`src/rtl/psramc_pkg.sv`:
```
// Shared constants for the PSRAM SPI controller: register offsets,
// CTRL/STATUS bit positions and the controller FSM state encoding.
package psramc_pkg;

   // Word indices (PADDR[4:2]) of the register map
   localparam logic [2:0] REG_CTRL    = 3'd0;
   localparam logic [2:0] REG_CYC_PU  = 3'd1;
   localparam logic [2:0] REG_CYC_CEM = 3'd2;
   localparam logic [2:0] REG_CLKDIV  = 3'd3;
   localparam logic [2:0] REG_TXDATA  = 3'd4;
   localparam logic [2:0] REG_RXDATA  = 3'd5;
   localparam logic [2:0] REG_STATUS  = 3'd6;

   // First byte address that is outside the register map
   localparam logic [7:0] ADDR_LIMIT = 8'h1C;

   // CTRL bit positions
   localparam int CTRL_EN   = 31;
   localparam int CTRL_HOLD = 8;
   localparam int CTRL_CPOL = 9;
   localparam int CTRL_CPHA = 10;

   // STATUS bit positions
   localparam int ST_BUSY    = 0;
   localparam int ST_PU_DONE = 1;
   localparam int ST_CEM_ERR = 2;
   localparam int ST_DONE    = 3;

   typedef enum logic [2:0] {
      S_OFF,
      S_PWRUP,
      S_IDLE,
      S_SHIFT,
      S_HOLD
   } state_t;

endpackage

```
`src/rtl/spi_shift_engine.sv`:
```
// SPI shift engine: SCLK divider, leading/trailing edge generation and the
// transmit/receive shift registers. A start pulse latches the data and the
// mode; finish is high in the last cycle of the final half-period.
module spi_shift_engine #(
   parameter int DW   = 8,
   parameter int DIVW = 8
) (
   input  logic            PCLK,
   input  logic            RESETN,
   input  logic            start,
   input  logic            abort,
   input  logic [DW-1:0]   tx_data,
   input  logic            cpol,
   input  logic            cpha,
   input  logic [DIVW-1:0] div,
   input  logic            miso,
   output logic            busy,
   output logic            finish,
   output logic            sclk,
   output logic            mosi,
   output logic [DW-1:0]   rx_data
);

   localparam int HW = $clog2(2 * DW);
   localparam logic [HW-1:0] LAST_HALF = HW'(2 * DW - 1);

   logic            active_reg;
   logic            cpha_reg;
   logic [DIVW-1:0] div_reg;
   logic [DIVW-1:0] cnt_reg;
   logic [HW-1:0]   half_reg;
   logic            sclk_reg;
   logic            mosi_reg;
   logic [DW-1:0]   tx_reg;
   logic [DW-1:0]   rx_reg;
   logic [DW-1:0]   rx_data_reg;

   logic          half_end;
   logic          lead_edge;
   logic          trail_edge;
   logic          last_edge;
   logic          shift_edge;
   logic          sample_edge;
   logic [DW-1:0] rx_shift;

   // Edge decode: even half-periods end on the leading edge, odd on the trailing
   always_comb begin
      half_end    = active_reg && (cnt_reg == div_reg);
      lead_edge   = half_end && !half_reg[0];
      trail_edge  = half_end && half_reg[0];
      last_edge   = half_end && (half_reg == LAST_HALF);
      shift_edge  = cpha_reg ? lead_edge : trail_edge;
      sample_edge = cpha_reg ? trail_edge : lead_edge;
      rx_shift    = {rx_reg[DW-2:0], miso};
   end

   // Divider, SCLK toggling and MSB-first shift/sample
   always_ff @(posedge PCLK) begin
      if (!RESETN) begin
         active_reg  <= 1'b0;
         cpha_reg    <= 1'b0;
         div_reg     <= '0;
         cnt_reg     <= '0;
         half_reg    <= '0;
         sclk_reg    <= 1'b0;
         mosi_reg    <= 1'b0;
         tx_reg      <= '0;
         rx_reg      <= '0;
         rx_data_reg <= '0;
      end else if (abort) begin
         active_reg <= 1'b0;
      end else if (start) begin
         active_reg <= 1'b1;
         cpha_reg   <= cpha;
         div_reg    <= div;
         cnt_reg    <= '0;
         half_reg   <= '0;
         sclk_reg   <= cpol;
         rx_reg     <= '0;
         if (!cpha) begin
            mosi_reg <= tx_data[DW-1];
            tx_reg   <= tx_data << 1;
         end else begin
            tx_reg   <= tx_data;
         end
      end else if (active_reg) begin
         if (half_end) begin
            cnt_reg  <= '0;
            half_reg <= half_reg + HW'(1);
            sclk_reg <= ~sclk_reg;
            if (sample_edge) rx_reg <= rx_shift;
            if (shift_edge) begin
               mosi_reg <= tx_reg[DW-1];
               tx_reg   <= tx_reg << 1;
            end
            if (last_edge) begin
               active_reg  <= 1'b0;
               rx_data_reg <= sample_edge ? rx_shift : rx_reg;
            end
         end else begin
            cnt_reg <= cnt_reg + DIVW'(1);
         end
      end
   end

   assign busy    = active_reg;
   assign finish  = last_edge && !abort;
   assign sclk    = active_reg ? sclk_reg : cpol;
   assign mosi    = mosi_reg;
   assign rx_data = rx_data_reg;

endmodule

```
`src/rtl/apb_spi_psramc.sv`:
```
// APB register block and sequencing FSM for the SPI PSRAM controller:
// power-up delay, chip-select control, tCEM guard and interrupt.
module apb_spi_psramc
   import psramc_pkg::*;
#(
   parameter int DW   = 8,
   parameter int NCS  = 1,
   parameter int DIVW = 8
) (
   input  logic           PCLK,
   input  logic           RESETN,
   input  logic           PSEL,
   input  logic           PENABLE,
   input  logic           PWRITE,
   input  logic [7:0]     PADDR,
   input  logic [31:0]    PWDATA,
   output logic [31:0]    PRDATA,
   output logic           PREADY,
   output logic           PSLVERR,
   output logic           SCLK,
   output logic           MOSI,
   input  logic           MISO,
   output logic [NCS-1:0] CSN,
   output logic           IRQ
);

   state_t state_reg, state_next;

   logic            en_reg, hold_reg, cpol_reg, cpha_reg;
   logic [1:0]      cssel_reg, cs_sel_reg;
   logic [31:0]     cyc_pu_reg, cyc_cem_reg, pu_cnt_reg, cem_cnt_reg;
   logic [DIVW-1:0] clkdiv_reg;
   logic            pu_done_reg, cem_err_reg, done_reg, cem_force_reg;

   logic [2:0]    idx;
   logic          addr_bad, access, wr, ctrl_wr, st_wr, tx_wr, tx_ok;
   logic          en_eff, hold_eff, abort, cs_low, cem_hit, cs_active;
   logic          busy, finish;
   logic [DW-1:0] rx_data;

   assign idx      = PADDR[4:2];
   assign addr_bad = (PADDR >= ADDR_LIMIT);
   assign access   = PSEL && PENABLE;
   assign wr       = access && PWRITE && !addr_bad;
   assign ctrl_wr  = wr && (idx == REG_CTRL);
   assign st_wr    = wr && (idx == REG_STATUS);
   assign tx_wr    = wr && (idx == REG_TXDATA);
   assign tx_ok    = tx_wr && pu_done_reg && !busy;
   // EN and HOLD act in the cycle they are written, not one cycle later
   assign en_eff   = ctrl_wr ? PWDATA[CTRL_EN] : en_reg;
   assign hold_eff = ctrl_wr ? PWDATA[CTRL_HOLD] : hold_reg;
   assign abort    = !en_eff;
   assign cs_low   = !(&CSN);
   // Fires on the edge that completes the CYC_CEM-th CS-low cycle
   assign cem_hit  = (cyc_cem_reg != 32'd0) && cs_low && (cem_cnt_reg + 32'd1 == cyc_cem_reg);

   // FSM state register
   always_ff @(posedge PCLK) begin
      if (!RESETN) state_reg <= S_OFF;
      else         state_reg <= state_next;
   end

   // FSM next-state logic; clearing EN overrides everything
   always_comb begin
      state_next = state_reg;
      if (abort) begin
         state_next = S_OFF;
      end else begin
         case (state_reg)
            S_OFF:   state_next = S_PWRUP;
            S_PWRUP: if (pu_cnt_reg == 32'd0) state_next = S_IDLE;
            S_IDLE:  if (tx_ok) state_next = S_SHIFT;
            S_SHIFT: if (finish)
                        state_next = (hold_eff && !cem_force_reg && !cem_hit) ? S_HOLD : S_IDLE;
            S_HOLD:  if (tx_ok) state_next = S_SHIFT;
                     else if (!hold_eff || cem_hit) state_next = S_IDLE;
            default: state_next = S_OFF;
         endcase
      end
   end

   // FSM outputs: chip select is low only while shifting or holding
   always_comb begin
      cs_active = (state_reg == S_SHIFT) || (state_reg == S_HOLD);
   end

   for (genvar gi = 0; gi < NCS; gi++) begin : g_csn
      assign CSN[gi] = !(cs_active && (cs_sel_reg == 2'(gi)));
   end

   // Configuration registers written over APB
   always_ff @(posedge PCLK) begin
      if (!RESETN) begin
         en_reg      <= 1'b0;
         hold_reg    <= 1'b0;
         cpol_reg    <= 1'b0;
         cpha_reg    <= 1'b0;
         cssel_reg   <= 2'd0;
         cyc_pu_reg  <= 32'd0;
         cyc_cem_reg <= 32'd0;
         clkdiv_reg  <= '0;
         cs_sel_reg  <= 2'd0;
      end else begin
         if (ctrl_wr) begin
            en_reg    <= PWDATA[CTRL_EN];
            hold_reg  <= PWDATA[CTRL_HOLD];
            cpol_reg  <= PWDATA[CTRL_CPOL];
            cpha_reg  <= PWDATA[CTRL_CPHA];
            cssel_reg <= PWDATA[1:0];
         end
         if (wr && idx == REG_CYC_PU)  cyc_pu_reg  <= PWDATA;
         if (wr && idx == REG_CYC_CEM) cyc_cem_reg <= PWDATA;
         if (wr && idx == REG_CLKDIV)  clkdiv_reg  <= PWDATA[DIVW-1:0];
         if (tx_ok)                    cs_sel_reg  <= cssel_reg;
      end
   end

   // Power-up and tCEM timers plus sticky status; a set event beats W1C
   always_ff @(posedge PCLK) begin
      if (!RESETN) begin
         pu_cnt_reg    <= 32'd0;
         cem_cnt_reg   <= 32'd0;
         pu_done_reg   <= 1'b0;
         cem_err_reg   <= 1'b0;
         done_reg      <= 1'b0;
         cem_force_reg <= 1'b0;
      end else begin
         if (state_reg == S_OFF)
            pu_cnt_reg <= cyc_pu_reg;
         else if (state_reg == S_PWRUP && pu_cnt_reg != 32'd0)
            pu_cnt_reg <= pu_cnt_reg - 32'd1;

         if (abort)
            pu_done_reg <= 1'b0;
         else if (state_reg == S_PWRUP && pu_cnt_reg == 32'd0)
            pu_done_reg <= 1'b1;

         cem_cnt_reg <= cs_low ? cem_cnt_reg + 32'd1 : 32'd0;

         if (finish)                       done_reg <= 1'b1;
         else if (st_wr && PWDATA[ST_DONE]) done_reg <= 1'b0;

         if (cem_hit)                          cem_err_reg <= 1'b1;
         else if (st_wr && PWDATA[ST_CEM_ERR]) cem_err_reg <= 1'b0;

         // A guard hit during a transfer forces release once it completes
         cem_force_reg <= (state_next == S_SHIFT) ? (cem_force_reg || cem_hit) : 1'b0;
      end
   end

   // Read mux, combinational from PADDR
   always_comb begin
      PRDATA = 32'd0;
      if (!addr_bad) begin
         case (idx)
            REG_CTRL: begin
               PRDATA[CTRL_EN]   = en_reg;
               PRDATA[CTRL_CPHA] = cpha_reg;
               PRDATA[CTRL_CPOL] = cpol_reg;
               PRDATA[CTRL_HOLD] = hold_reg;
               PRDATA[1:0]       = cssel_reg;
            end
            REG_CYC_PU:  PRDATA = cyc_pu_reg;
            REG_CYC_CEM: PRDATA = cyc_cem_reg;
            REG_CLKDIV:  PRDATA = 32'(clkdiv_reg);
            REG_RXDATA:  PRDATA = 32'(rx_data);
            REG_STATUS: begin
               PRDATA[ST_BUSY]    = busy;
               PRDATA[ST_PU_DONE] = pu_done_reg;
               PRDATA[ST_CEM_ERR] = cem_err_reg;
               PRDATA[ST_DONE]    = done_reg;
            end
            default: PRDATA = 32'd0;
         endcase
      end
   end

   assign PREADY  = 1'b1;
   assign PSLVERR = access && (addr_bad ||
                    (PWRITE && idx == REG_TXDATA && !(pu_done_reg && !busy)));
   assign IRQ     = done_reg || cem_err_reg;

   spi_shift_engine #(
      .DW   (DW),
      .DIVW (DIVW)
   ) u_engine (
      .PCLK    (PCLK),
      .RESETN  (RESETN),
      .start   (tx_ok),
      .abort   (abort),
      .tx_data (PWDATA[DW-1:0]),
      .cpol    (cpol_reg),
      .cpha    (cpha_reg),
      .div     (clkdiv_reg),
      .miso    (MISO),
      .busy    (busy),
      .finish  (finish),
      .sclk    (SCLK),
      .mosi    (MOSI),
      .rx_data (rx_data)
   );

endmodule

```
`config.mk`:
```
export PLATFORM = sky130hd
export DESIGN_NAME = apb_spi_psramc
export DESIGN_NICKNAME = d
export VERILOG_FILES = /design/src/rtl/psramc_pkg.sv /design/src/rtl/spi_shift_engine.sv /design/src/rtl/apb_spi_psramc.sv
export SDC_FILE = /design/constraint.sdc
export NUM_CORES = 1
export LEC_CHECK = 0
export ABC_AREA = 1
export CORE_MARGIN = 3
export CORE_UTILIZATION = 45
export CTS_CLUSTER_SIZE = 16
export DETAILED_ROUTE_END_ITERATION = 10
export PLACE_DENSITY_LB_ADDON = 0.15
export SYNTH_ARGS = -nofsm -noshare
export SYNTH_HDL_FRONTEND = slang
export SYNTH_SLANG_ARGS = --single-unit
export TNS_END_PERCENT = 30
```
`constraint.sdc`:
```
create_clock -name PCLK -period 2 [get_ports PCLK]
set_clock_uncertainty 0.05 [all_clocks]
set_input_delay 0.3 -clock PCLK [delete_from_list [all_inputs] [get_ports PCLK]]
set_output_delay 0.3 -clock PCLK [all_outputs]
set_load 0.02 [all_outputs]
```
==> results.md, run 1 <==
* Power per standard cell area at 502 nW/um2
* Fin worst setup slack at -0.395 ns
* Fraction of layout cells with a size suffix above 1 at 32.8%
* CTS Hold Buffers Added at 0
* Max IR drop VDD at 0.461 mV
* Number of DRC violations after detailed-routing iteration 0 at 1,112
* HP Class: input port to flip-flop
* Clock tree sinks at slightly below 200
* Count of synthesis-stage warnings from yosys at 0
* Layout Nets at about 2.0k
* CP Max Fanout at 6
* ANT nets after route at 0
* Post-route DRC at 0
* Min cycle time layout at 2.40 ns
* Pin count of the biggest net entering global routing at 59
* Initial Utilization at 46.7%
* Overall routing resource usage at 27.8%
* Routability Congestion at 0.947
* Die area at 25,800 um2
* Sequential area share after synthesis at 37.0%
* Worst Setup End Kind: flip-flop
* Arithmetic-cell share of the synthesized area counting full adders, half adders and majority gates at 0.581%
* TritonCTS clock tree: built
* Portion of netlist area occupied by mux cells at 0.558%
* Total wire length after detailed routing at roughly 39,000 um
* Synth cell types at 55
* DR vias at 12.4k
* Outcome: finished, violations left
* Largest family of logic cells by synthesized area: simple AND/OR/NAND/NOR gates
* Final standard cell utilization of the core at 69.4%
* Critical path class: flip-flop to flip-flop
* Grt peak-use layer: met2
* Clock-pin slew of the registers on the worst-case setup and hold paths at 0.09 ns
* Mapped Nets at 1,691
* Worst setup SP type: flip-flop
* Number of storage elements in the synthesis netlist at approximately 200
* Met2 track demand over resource in global routing at between 40% and 50%
* Violations in the final reports: setup timing
* Number of buffers created by CTS at 17
* Final period util at 120%
* Setup_tns at -3.14 ns
* Vias per cell at 5.36
* Leakage Power at 0.00673 uW
* Number of instances in the synthesized netlist at 1,640
* Mean routed wirelength per cell at roughly 17 um
* I/O pin cnt at 84
* Share of synthesized flip-flops with an asynchronous set or reset at 0%
* Number of antenna violations at the first check in global routing at 1
* Cell taking the most area after synthesis: dfxtp_1
* Placeable core region at 23,100 um2
* Max Freq at 417 MHz
* Number of buffers between clock root and the deepest sink at 2
* IO buf count at 80
* Leftover overflow at the end of global routing at 0
* Top flip-flop cell by instance count after synthesis: dfxtp_1
* Leading cell types by total area after synthesis: dfxtp_1, nand2_1, nor2_1
* Met1 global-route usage at between 30% and 40%
* Global-route wire length before repair at approximately 58,000 um
* Insertion delay to the later sink of the worst-skew pair at 0.45 ns
* Root Buffer Master: clkbuf_16
* Pins Over Slew Limit at 0
* Average instance area after synthesis at 6.56 um2
* Antenna fix cells at 0
* Area fraction in and, or, nand and nor cells after synthesis at 31.9%
* Data arrival time of the critical path at 2.71 ns
* Met3 Track Usage GR at under 10%
* Complex-gate fraction of the synthesized area at 17.5%
* Number of maximum-capacitance constraint violations at 0
* Post-detail-place hpwl at between 20,000 and 30,000 um
* Synth top area share at between 30% and 40%
* Cell Area, Synth at around 11,000 um2
* Row cnt at 55
* Data required time of the critical path at 2.32 ns
* Die Span Y at between 150 and 200 um
* Number of enable flip-flop cells after synthesis at 0
* Area growth from synthesis to final layout at 48.6%
* Number of H-tree levels at 4
* Hold violation count in the final report at 0
* Xor/xnor share of the synthesized area at about 3%
* Number of endpoints failing setup at the final stage at 31
* Horizontal die dimension at around 160 um
* Total iterations of the first detailed-routing run at 6
* RSZ-0062 raised after global routing: yes
* Number of global-route vias before repair at 11.4k
power breakdown:
| part | switching (uW) | internal [uW] | total [uW] | leakage, uW |
|---|---|---|---|---|
| clock network | 1900 | 1730 | 3630 | 0.000301 |
| registers | 2.70 | 3950 | 3960 | 0.00161 |
| logic | 257 | 183 | 440 | 0.00481 |
final timing paths:
| check | start | end | slack [ns] | cells past startpoint |
|---|---|---|---|---|
| worst max register to register | cem_cnt_reg[1]$_SDFF_PN0_ | cem_err_reg$_SDFFE_PN0P_ | -0.40 | 19 |
| worst max-delay path | cem_cnt_reg[1]$_SDFF_PN0_ | cem_err_reg$_SDFFE_PN0P_ | -0.40 | 19 |
| worst min-delay path | RESETN | pu_cnt_reg[4]$_SDFFE_PN0P_ | 0.25 | 3 |
| worst min register to register | u_engine.tx_reg[7]$_SDFFE_PN0P_ | u_engine.tx_reg[7]$_SDFFE_PN0P_ | 0.41 | 2 |
metrics by stage:
step / power (uW) / setup WS (ns) / instance area [um2] / instances / hold slack [ns]
floorplan: 4200 / -0.0651 / 10800 / 1640 / 0.380
global placement: 4440 / -0.952 / 13800 / 2236 / 0.389
detailed placement: 4440 / -0.809 / 13800 / 2236 / 0.395
CTS: 8040 / -0.328 / 14700 / 2273 / 0.199
global route: 8250 / -0.514 / 16000 / 2313 / 0.262
finish: 8020 / -0.395 / 16000 / 2313 / 0.248
synth_stat cells (7+ instances only):
library cell  number
a211oi_1          13
nand3_1          110
o21ai_0          106
inv_2              7
inv_1            194
nor2_1           204
dfxtp_1          199
nor2_4             7
o22ai_1           21
xnor2_1            8
nor3_1            16
xor2_1            22
nand2_2            9
nand2_1          400
or2_2              9
a221oi_1           9
a31oi_1           16
o211ai_1          10
clkbuf_1          46
nand4_1           18
a21oi_1          143
cells in the final DEF, fill, tap and decap left out, drive strengths merged, types with 9 or more instances in the layout:
master / synthesis / routed
nand2: 410 / 411
buf: 15 / 337
nor2: 217 / 217
inv: 202 / 208
dfxtp: 199 / 199
a21oi: 145 / 145
nand3: 113 / 114
o21ai: 109 / 109
clkdlybuf4s50: 0 / 36
clkbuf: 46 / 26
xor2: 22 / 22
o22ai: 21 / 21
nand4: 19 / 19
nor3: 17 / 17
a31oi: 16 / 16
a211oi: 13 / 13
o211ai: 10 / 10
a221oi: 9 / 9
or2: 9 / 9
logic make-up after synthesis:
logic type,count (synthesis)
AND/OR/NAND/NOR,798
AO/OA/AOI/OAI,335
buffers and inverters,263
flip-flops,199
XOR/XNOR,33
multiplexers,6
adder cells (fa/ha/maj),5
other,1
routing by layer:
layer | part of all wire (%) | routed length (um)
met2 | 48 | 18600
met3 | 6.4 | 2520
met5 | 0.033 | 13
met4 | 2.7 | 1050
met1 | 43 | 16900
critical path, cell delays in order, from the launching register on:
cell	delay, ns
dfxtp_4	0.37
buf_6	0.12
nand2_4	0.06
nor2_4	0.04
buf_12	0.13
nand2_8	0.08
nor2_8	0.06
nand2_2	0.06
nand2_2	0.06
buf_4	0.13
buf_4	0.12
nand3_1	0.07
nand2_2	0.06
nor2_2	0.13
nand2_1	0.08
nor2_2	0.16
nand3_4	0.16
buf_4	0.18
buf_6	0.10
a21oi_1	0.11
area by class of cell:
class                   instances  area (um2)
fillers                      1926        7050
multi-input cells            1180        6850
flip-flops and latches        199        4020
repair buffers                387        3320
inverters                     202         792
clock buffers                  17         425
well taps                     313         392
clock inverters                15         199
timing repair:
item                                    4_1_cts  5_1_grt
pin swaps                                    31       99
gates resized for setup                     261      269
gates cloned                                  1        8
setup buffers                                 4       35
endpoints found under the setup margin      121      171
No activity file was read; power rests on OpenSTA's default activity.
==> run 2, diff against run 1 <==
Settings changed: CORE_MARGIN 3 to unset, GPL_TIMING_DRIVEN set to 0.
Clock period 2 ns to 2.31 ns, I/O delays scaled along.
==> results.md, run 2 (synthesized netlist as in run 1, its figures left out) <==
* Max IR drop VDD at 0.491 mV
* Worst relative slew slack at 48.8%
* Critical path class: flip-flop to flip-flop
* Fraction of layout cells with a size suffix above 1 at 16.0%
* ANT nets after route at 0
* CP Max Fanout at 6
* Number of antenna violations at the first check in global routing at 1
* Post-route DRC at 0
* Number of DRC violations after detailed-routing iteration 0 at 868
* Non-Filler Cell Area, Final at 13,500 um2
* Leakage Power at around 0.0052 uW
* Placeable core region at 23,500 um2
* Number of inserted filler cells in the final layout at roughly 2.3k
* Setup slack of the worst register-to-register path at -0.10 ns
* Leftover overflow at the end of global routing at 0
* DR vias at 11.5k
* Layout Nets at between 1.5k and 2k
* Die area at 24,500 um2
* Total wire length after detailed routing at 36,000 um
* Area growth from synthesis to final layout at 25.1%
* Total iterations of the first detailed-routing run at 6
* Clock tree sinks at between 150 and 200
* Number of H-tree levels at 4
* Horizontal die dimension at 157 um
* Data required time of the critical path at around 2.6 ns
* Cell Area, Placed at 12,000 um2
* HP Class: flip-flop to flip-flop
* Number of global-route vias before repair at 10.5k
* Final period util at 104%
* Post-detail-place hpwl at around 27,000 um
* TritonCTS clock tree: built
* Vias per cell at 5.46
* Power per standard cell area at 508 nW/um2
* Outcome: finished, violations left
* Ordered cell list for the critical path: nand2_1 > nor2_1 > nand2_1 > nor2_2 > nand3_1 > nand3_1 > nand2_1 > nor2_1 > nand2_1 > nor2_2 > nand3_4 > buf_4 > buf_6 > a21oi_1
* CTS Hold Buffers Added at 0
* Worst Setup End Kind: flip-flop
* Number of buffers between clock root and the deepest sink at 2
* IO buf count at 80
* Worst Max-Slew Pin Slew at just under 0.8 ns
* Routability Congestion at 0.965
* Number of endpoints failing setup at the final stage at 3
* Largest stage delay on the critical path at roughly 0.41 ns
* Setup Slack @ Placement at -1.24 ns
* Clock-pin slew of the registers on the worst-case setup and hold paths at around 0.08 ns
* Number of maximum-capacitance constraint violations at 0
* Critical-path top delay cell: dfxtp_1
* Insertion delay to the later sink of the worst-skew pair at 0.45 ns
* Mean routed wirelength per cell at 17.1 um
* Die Span Y at approximately 160 um
* Pins Over Slew Limit at 0
* Number of buffers created by CTS at 17
* Pin count of the biggest net entering global routing at 22
* Commonest non-fill, non-tap cell in the layout: nand2_1
* Fin worst setup slack at -0.102 ns
* Global-route wire length before repair at 55,000 um
* Max Freq at 415 MHz
* Row cnt at 56
* Min cycle time layout at 2.41 ns
* Root Buffer Master: clkbuf_16
* Overall routing resource usage at 29.4%
* RSZ-0062 raised after global routing: yes
* Initial Utilization at 45.9%
* Hold violation count in the final report at 0
* I/O pin cnt at 84
* Data arrival time of the critical path at 2.74 ns
* Worst setup SP type: flip-flop
* Cell mode on critical path: nand2_1
* Violations in the final reports: setup timing
* Most frequent cells in the layout: nand2_1, inv_1, dfxtp_1
## run 2: changes by cell type in the layout (fill, tap and decap cells not counted), moves of 13 or more
cell             change
inv_1               +15
clkdlybuf4s15_2     +13
nand2_2             -23
nand2_1             +36
o21ai_0             +18
clkbuf_1            +32
nand2_4             -13
buf_4              -233
buf_6               -16
## run 2: area by class of cell
cell class	instances	area, um2	area share (%)
multi-input cells	1178	6240	46.3
flip-flops and latches	199	4020	29.8
repair buffers	122	1090	8.09
inverters	202	768	5.71
clock buffers	17	425	3.16
well taps	319	399	2.96
plain buffers	59	343	2.55
clock inverters	15	180	1.34
diodes	1	2.50	0.0186
## run 2: layer usage
layer	track usage, %	up-vias	share of wire [%]
met1	38.8	5330	44
met5	0	-	0
met2	47.8	485	45
li1	-	5652	-
met3	5.32	69	7.8
met4	10.6	0	3.0
## run 2: worst paths after layout
kind	from	to	depth (start not counted)
min	cem_cnt_reg[0]$_SDFF_PN0_	cem_cnt_reg[0]$_SDFF_PN0_	1
max reg2reg	cem_cnt_reg[21]$_SDFF_PN0_	cem_err_reg$_SDFFE_PN0P_	14
min reg2reg	cem_cnt_reg[0]$_SDFF_PN0_	cem_cnt_reg[0]$_SDFF_PN0_	1
max	cem_cnt_reg[21]$_SDFF_PN0_	cem_err_reg$_SDFFE_PN0P_	14
## run 2: what timing repair did
action                     4_1_cts  5_1_grt
cloned                           0        3
setup buffers                   17       22
pin swaps                       15       41
resized for setup              216      117
setup endpoints to repair      106      106
## run 2: where the power goes
group / leakage (uW) / switching (uW) / internal, uW
registers: 0.00161 / 3.00 / 3420
clock network: 0.000292 / 1590 / 1480
logic: 0.00334 / 220 / 126
## run 2: metrics by stage
stage / hold slack [ns] / utilization (%) / power, uW / setup TNS [ns] / std cells
finish: 0.414 / 57.4 / 6840 / -0.262 / 2112
global route: 0.422 / 57.4 / 7060 / -1.44 / 2111
CTS: 0.414 / 55.3 / 6850 / -0.214 / 2086
detailed placement: 0.418 / 51.0 / 3810 / -83.61 / 2039
global placement: 0.393 / 51.0 / 3810 / -78.46 / 2039
floorplan: 0.380 / - / 3640 / 0 / 1640
## run 2: critical path, delay by kind of cell (launching register included)
kind	cells	cell delay, ns
DFF	1	0.41
buffers and inverters	2	0.28
and+or+nand+nor	11	1.48
AOI/OAI and AO/OA	1	0.11
